## src/rtl/sipo_rx_ctrl.sv

```systemverilog
// sipo_rx_ctrl: UART-style receive controller driving a companion 10-bit SIPO shift register.
// Ports: clk, rst (sync, active-low); si serial line; baud_tick oversample strobe;
// po = frame bits 8:1 from the shift register; sr_shift = its shift enable;
// rx_data/rx_valid/rx_ready byte handshake; frame_err/overrun one-cycle pulses; busy = not idle.
module sipo_rx_ctrl #(
  parameter int BIT_TICKS = 16
) (
  input  logic       clk,
  input  logic       rst,
  input  logic       si,
  input  logic       baud_tick,
  input  logic [7:0] po,
  output logic       sr_shift,
  output logic [7:0] rx_data,
  output logic       rx_valid,
  input  logic       rx_ready,
  output logic       frame_err,
  output logic       overrun,
  output logic       busy
);
  localparam int TW = $clog2(BIT_TICKS);
  localparam logic [TW-1:0] MID  = TW'(BIT_TICKS / 2 - 1);
  localparam logic [TW-1:0] LAST = TW'(BIT_TICKS - 1);
  typedef enum logic [2:0] {IDLE, START, DATA, STOP, CAPTURE} state_t;
  state_t        state_q;
  logic [TW-1:0] tick_q;
  logic [3:0]    bit_q;
  logic          stop_q;
  logic [7:0]    rx_data_q;
  logic          rx_valid_q;
  logic          frame_err_q;
  logic          overrun_q;
  // Shift on every sample point the shift register must see: valid start, each data bit, stop.
  assign sr_shift = rst && baud_tick &&
                    (state_q == START ? (tick_q == MID && !si)
                                      : ((state_q == DATA || state_q == STOP) && tick_q == LAST));
  assign busy      = rst && state_q != IDLE;
  assign rx_data   = rx_data_q;
  assign rx_valid  = rx_valid_q;
  assign frame_err = frame_err_q;
  assign overrun   = overrun_q;
  always_ff @(posedge clk) begin
    if (!rst) begin
      state_q     <= IDLE;
      tick_q      <= '0;
      bit_q       <= '0;
      stop_q      <= 1'b0;
      rx_data_q   <= 8'h00;
      rx_valid_q  <= 1'b0;
      frame_err_q <= 1'b0;
      overrun_q   <= 1'b0;
    end else begin
      frame_err_q <= 1'b0;
      overrun_q   <= 1'b0;
      // Handshake clears first; a successful capture below overrides it in the same cycle.
      if (rx_valid_q && rx_ready) rx_valid_q <= 1'b0;
      case (state_q)
        IDLE: if (baud_tick && !si) begin
          state_q <= START;
          tick_q  <= '0;
        end
        START: if (baud_tick) begin
          if (tick_q == MID) begin
            if (si) state_q <= IDLE;
            else begin
              state_q <= DATA;
              tick_q  <= '0;
              bit_q   <= '0;
            end
          end else tick_q <= tick_q + TW'(1);
        end
        DATA: if (baud_tick) begin
          if (tick_q == LAST) begin
            tick_q <= '0;
            bit_q  <= bit_q + 4'd1;
            if (bit_q == 4'd7) state_q <= STOP;
          end else tick_q <= tick_q + TW'(1);
        end
        STOP: if (baud_tick) begin
          if (tick_q == LAST) begin
            stop_q  <= si;
            tick_q  <= '0;
            state_q <= CAPTURE;
          end else tick_q <= tick_q + TW'(1);
        end
        CAPTURE: begin
          state_q <= IDLE;
          if (!stop_q) frame_err_q <= 1'b1;
          else if (!rx_valid_q || rx_ready) begin
            rx_data_q  <= po;
            rx_valid_q <= 1'b1;
          end else overrun_q <= 1'b1;
        end
        default: state_q <= IDLE;
      endcase
    end
  end
endmodule

```

## config.mk

```make
export PLATFORM = sky130hd
export DESIGN_NAME = sipo_rx_ctrl
export DESIGN_NICKNAME = d
export VERILOG_FILES = /design/src/rtl/sipo_rx_ctrl.sv
export SDC_FILE = /design/constraint.sdc
export NUM_CORES = 1
export LEC_CHECK = 0
export ABC_AREA = 1
export BUFFER_PORTS_ARGS = -buffer_cell sky130_fd_sc_hd__buf_4
export CAP_MARGIN = 20
export CORE_MARGIN = 8
export CORE_UTILIZATION = 56
export DETAILED_ROUTE_END_ITERATION = 16
export PLACE_DENSITY = 0.89
export SLEW_MARGIN = 20
export SYNTH_ARGS = -nofsm -noshare
export SYNTH_HDL_FRONTEND = slang
export SYNTH_SLANG_ARGS = --single-unit
```

## constraint.sdc

```tcl
create_clock -name clk -period 3 [get_ports clk]
set_clock_uncertainty 0.05 [all_clocks]
set_input_delay 0.6 -clock clk [delete_from_list [all_inputs] [get_ports clk]]
set_output_delay 0.6 -clock clk [all_outputs]
set_load 0.1 [all_outputs]
```

### Yosys cells after proc, flatten, opt, wreduce, memory -nomap -nowiden

Index checks and enable logic that the tools add are counted.

* memories: 0
* output and inout bits: 13
* latch bits: 0
* bits in read-only memories: 0
* bits in writable memories: 0
* register bits after elaboration: 23
* word-level logic and storage cells: 80
* input bits: 13

* divide/modulo/power cells: 0
* bitwise operators: 0
* eq/ne operators: 18
* reductions and logical operators: 23
* mux-type cells: 29
* shift operators: 0
* multipliers: 0
* add/sub/neg operators: 2
* $lt $le $gt $ge: 0

Operator list (count)
* $mux 4: 10
* $mux 3: 8
* $pmux 3 s4: 1
* $pmux 4 s3: 1
* $ne 2x1->1 const B: 5
* $ne 2x2->1 const B: 5
* $reduce_and 3->1: 3
* $add 4x1->4 const B: 2
* $eq 4x3->1 const B: 2
* $pmux 4 s2: 1
* $reduce_and 8->1: 1
* $logic_and 1x1->1: 7
* $mux 1: 7
* $eq 3x2->1 const B: 2
* $reduce_and 6->1: 1
* $reduce_bool 3->1: 2
* $reduce_and 5->1: 1
* $eq 4x4->1 const B: 1
* $eq 3x1->1 const B: 1
* $eq 3x3->1 const B: 1
* $logic_not 3->1: 1
* $ne 3x3->1 const B: 1
* $logic_not 1->1: 2
* $logic_or 1x1->1: 2
* other kinds (4): 4

### Depth between registers and ports, before layout

* word-level depth: 5
* mapped depth: 10

### Least setup slack after synthesis

OpenSTA, ideal clock, no wires.

* path kind: reg2out
* start point: register tick_q[0]
* end point: output sr_shift
* path buffers: 0
* setup slack: -1.309 ns
* cell stages (with the launch flop): 6
* required time: 2.350 ns
* data arrival time: 3.659 ns
* path through: dfxtp_1 ha_1 nand3_1 nand2_1 o21ai_0 nor4_1

* cells in the longest elaborated chain, start to end: 4
* elaborated cells on any way between the ends: 6
* those cells by class: eq/ne: 2; mux: 1; reduce/logical: 3

RTL lines
* from (decl): line 26 `logic [TW-1:0] tick_q;`
* from (signal assigned): line 70 `end else tick_q <= tick_q + TW'(1);`
* from (signal assigned): line 77 `end else tick_q <= tick_q + TW'(1);`
* from (signal assigned): line 84 `end else tick_q <= tick_q + TW'(1);`
* $eq 4x4->1 or $eq 4x3->1 (tied branches): line 36, 35
* $logic_and 1x1->1 (on tied branches): line 36, 35
* $mux 1 *: line 35 `(state_q == START ? (tick_q == MID && !si)`
* $logic_and 1x1->1 *: line 34 `assign sr_shift = rst && baud_tick &&`
* to (decl): line 13 `output logic sr_shift,`

Mark *: on every way between the ends. The rest lies on a longest branch, timed or not.

### Worst setup path in the final report

Same ends and word-level chain as after synthesis.

==> reports/qor.json <==
{
  "status": {"value": "finished, final reports clean"},
  "synth.top_cells.by_count": {"value": "sky130_fd_sc_hd__nand2_1 (43), sky130_fd_sc_hd__nor2_1 (36), sky130_fd_sc_hd__dfxtp_1 (23)"},
  "cp_max_fo": {"value": 4},
  "critical_path_buf_inv_count": {"value": 1},
  "power-per-cell-area": {"value": 587.5, "unit": "nW/um2"},
  "dieWidth": {"value": 61.66, "unit": "um"},
  "power.share.clock": {"value": 16.4, "unit": "%"},
  "vdd.ir_drop.worst": {"value": 536.3, "unit": "uV"},
  "instance_count_of_the_mapped_netlist": {"value": 178},
  "worstSetupStartpointType": {"value": "flip-flop"},
  "drt-initial-drc-count": {"value": 48},
  "worst-r2r-cell-count": {"value": 8},
  "tns": {"value": 0, "unit": "ps"},
  "post-cts-setup-buffers": {"value": 0},
  "row_count": {"value": 16},
  "layout-area-overhead-vs-synth": {"value": 22.19, "unit": "%"},
  "grt_pass1_vias": {"value": 1237},
  "final-max-slew-violation-count": {"value": 0},
  "grt.overflow.total": {"value": 0},
  "cts_buffers": {"value": 3},
  "max_clock_freq": {"value": 395.6, "unit": "MHz"},
  "min_delay_worst_endpoint": {"value": "frame_err"},
  "kind_of_capture_point_of_the_worst_setup_path": {"value": "primary output"},
  "route.antenna.remaining_nets": {"value": 0},
  "p_sw": {"value": 0.0003493, "unit": "W"},
  "grt.total_usage": {"value": 16.48, "unit": "%"},
  "pwr-share-seq": {"value": 42.7, "unit": "%"},
  "crit_path_cell_chain": {"value": "ha_1 -> nand3_1 -> nand2_1 -> o21ai_0 -> nor4_4 -> buf_4"},
  "remaining_drc_errors": {"value": 0},
  "floorplan.core_area": {"value": 1962, "unit": "um2"},
  "drt_pass1_iterations": {"value": 4},
  "initial_core_util": {"value": 59.50, "unit": "%"},
  "post_drt_wl_per_cell": {"value": 11.85, "unit": "um"},
  "power_leakage": {"value": 0.6752, "unit": "nW"},
  "hold_path.class": {"value": "reg -> reg"},
  "syn-mean-instance-area": {"value": 6.558, "unit": "um2"},
  "cap_violations": {"value": 0},
  "clkSinkCount": {"value": 23},
  "worstMarginPinSlew": {"value": 394.2, "unit": "ps"},
  "r2r_start": {"value": "tick_q[0]"},
  "critical_path_required_time": {"value": 2350, "unit": "ps"},
  "gp_congestion": {"value": 0.9589},
  "vias": {"value": 1219},
  "clock_tree.root_cell": {"value": "sky130_fd_sc_hd__clkbuf_4"},
  "worst_hold_startpoint": {"value": "stop_q"},
  "finish.utilization": {"value": 72.70, "unit": "%"},
  "r2r_setup_slack": {"value": 1440, "unit": "ps"},
  "final_number_of_setup_violating_endpoints": {"value": 0},
  "boundaryPins": {"value": 26},
  "timing.rr.end": {"value": "tick_q[0]"},
  "path_clk_slew": {"value": 110, "unit": "ps"},
  "nNetsFinal": {"value": 222},
  "swShare": {"value": 41.69, "unit": "%"},
  "internal_power": {"value": 0.0004886, "unit": "W"},
  "design.die.area": {"value": 3801, "unit": "um2"},
  "p_comb_share": {"value": 40.8, "unit": "%"},
  "cts-root-to-sink-buffers": {"value": 2},
  "slowest_stage": {"value": "sky130_fd_sc_hd__dfxtp_1"},
  "post_synth_instance_area": {"value": 1167, "unit": "um2"},
  "postSynthRegisterBits": {"value": 23},
  "grt_start_max_net_pins": {"value": 17},
  "ys_dominant_reg_cell": {"value": "sky130_fd_sc_hd__dfxtp_1"},
  "critical_path.top_delay_family": {"value": "simple AND/OR/NAND/NOR gates"},
  "yosys-top-cells-area": {"value": "sky130_fd_sc_hd__dfxtp_1 (39%), sky130_fd_sc_hd__nand2_1 (14%), sky130_fd_sc_hd__nor2_1 (12%), sky130_fd_sc_hd__nand3_1 (6.4%), sky130_fd_sc_hd__o21ai_0 (5.1%)"},
  "cts_tree": {"value": "yes"},
  "clk-insertion-delay-late": {"value": 300, "unit": "ps"},
  "dieHeight": {"value": 61.66, "unit": "um"},
  "worstPathArrival": {"value": 1880, "unit": "ps"},
  "finalHoldViolations": {"value": 0},
  "hold_depth": {"value": 1},
  "max-slew-margin-rel": {"value": 73.44, "unit": "%"},
  "cts-resized-gates": {"value": 0},
  "n_antenna_cell": {"value": 0},
  "dp_hpwl": {"value": 2.221, "unit": "mm"},
  "fill_cells": {"value": 174},
  "fin_hold_ws": {"value": 441.7, "unit": "ps"},
  "routed_wirelength": {"value": 2.762, "unit": "mm"},
  "post_route_cells_drive_above_1_share": {"value": 21.36, "unit": "%"},
  "ys.warnings.count": {"value": 0},
  "syn-num-nets": {"value": 193},
  "sequential_area_share_after_synthesis": {"value": 39.44, "unit": "%"},
  "final_critical_path_time_including_i_o_delays_and_setup": {"value": 2528, "unit": "ps"},
  "antenna_found_initial": {"value": 0},
  "finalPower": {"value": 0.0008380, "unit": "W"},
  "clock_tree.htree_level_count": {"value": 1},
  "pre_cts_ws": {"value": 802.2, "unit": "ps"},
  "grt_first_pass_wirelength": {"value": 4.767, "unit": "mm"},
  "worst_slack": {"value": 471.9, "unit": "ps"},
  "synth_top_cell_by_area": {"value": "sky130_fd_sc_hd__dfxtp_1"},
  "holdBufCountCts": {"value": 0},
  "async_flop_share": {"value": 0, "unit": "%"},
  "timing_worst_setup_path_type": {"value": "reg -> out"},
  "synth_largest_type_area_fraction": {"value": 39.44, "unit": "%"},
  "synthMostInstantiatedCell": {"value": "sky130_fd_sc_hd__nand2_1"},
  "synth_enable_flop_cells": {"value": 0},
  "timing.critical_path.slowest_cell_delay": {"value": 400, "unit": "ps"},
  "final_worst_path_cycle_share": {"value": 84.27, "unit": "%"},
  "synth_cell_types": {"value": 21},
  "vias_per_cell": {"value": 5.232},
  "place.port_buffers": {"value": 25},
  "rsz0062_at_grt": {"value": "no"}
}
[layout make-up]
| class | instances | area, um2 | share of cell area, % |
|---|---|---|---|
| clock buffers | 4 | 26.28 | 1.842 |
| multi-input cells | 134 | 643.1 | 45.09 |
| inverters | 20 | 75.07 | 5.263 |
| repair buffers | 25 | 187.7 | 13.16 |
| well taps | 27 | 33.78 | 2.368 |
| flip-flops and latches | 23 | 460.4 | 32.28 |
[layout by cell type (no fill, tap or decap), drive strengths merged]
cell | netlist | routed
nand2 | 45 | 45
ha | 2 | 2
a21oi | 11 | 11
nand3 | 15 | 15
xnor2 | 2 | 2
clkbuf | 1 | 4
nor4 | 2 | 2
dfxtp | 23 | 23
nor3 | 1 | 1
clkinv | 2 | 2
nand4 | 1 | 1
o21ai | 12 | 12
and2 | 1 | 1
xor2 | 1 | 1
nor2 | 41 | 41
buf | 0 | 25
inv | 18 | 18
[kinds of logic after synthesis]
kind of cell,after synthesis,synth area share (%)
fa+ha+maj,2,2.143
buf+inv,21,6.752
simple gates,106,39.23
xor+xnor,3,2.251
compound gates,23,10.18
flops,23,39.44
[how the worst max path moves through the flow]
| stage | cells past startpoint | slack [ps] | endpoint | from |
|---|---|---|---|---|
| finish | 6 | 470 | sr_shift | tick_q[0] |
| global placement | 4 | 840 | busy | rst |
| floorplan | 2 | 80 | busy | rst |
| CTS | 6 | 500 | sr_shift | tick_q[0] |
| global route | 6 | 300 | sr_shift | tick_q[0] |
| detailed placement | 5 | 800 | sr_shift | si |
[through the flow]
| step | std cells | instance area [um2] |
|---|---|---|
| floorplan | 178 | 1182 |
| global placement | 229 | 1400 |
| detailed placement | 229 | 1400 |
| CTS | 233 | 1426 |
| global route | 233 | 1426 |
| finish | 233 | 1426 |
[state kept, by name, summed over array words and instances, names as in the netlist]
register,flops
bit_q,4
stop_q,1
overrun,1
tick_q,4
rx_data,8
state_q,3
rx_valid,1
frame_err,1
[power groups by stage]
stage	combinational [W]	sequential, W	clock (W)
after floorplan	0.000266	0.000358	0
after global placement	0.000321	0.000363	0
after detailed placement	0.000337	0.000364	0
after CTS	0.000338	0.000357	0.000140
after global routing	0.000378	0.000361	0.000159
final	0.000342	0.000358	0.000138
[layer usage]
layer	global-route usage, %	up-vias	share of wire [%]
li1	-	620	-
met1	16.09	541	41
met2	27.92	49	45
met3	7.933	9	11
met4	9.091	0	2.0
met5	0	-	0
Note: power is estimated with default switching activity, not from simulation.
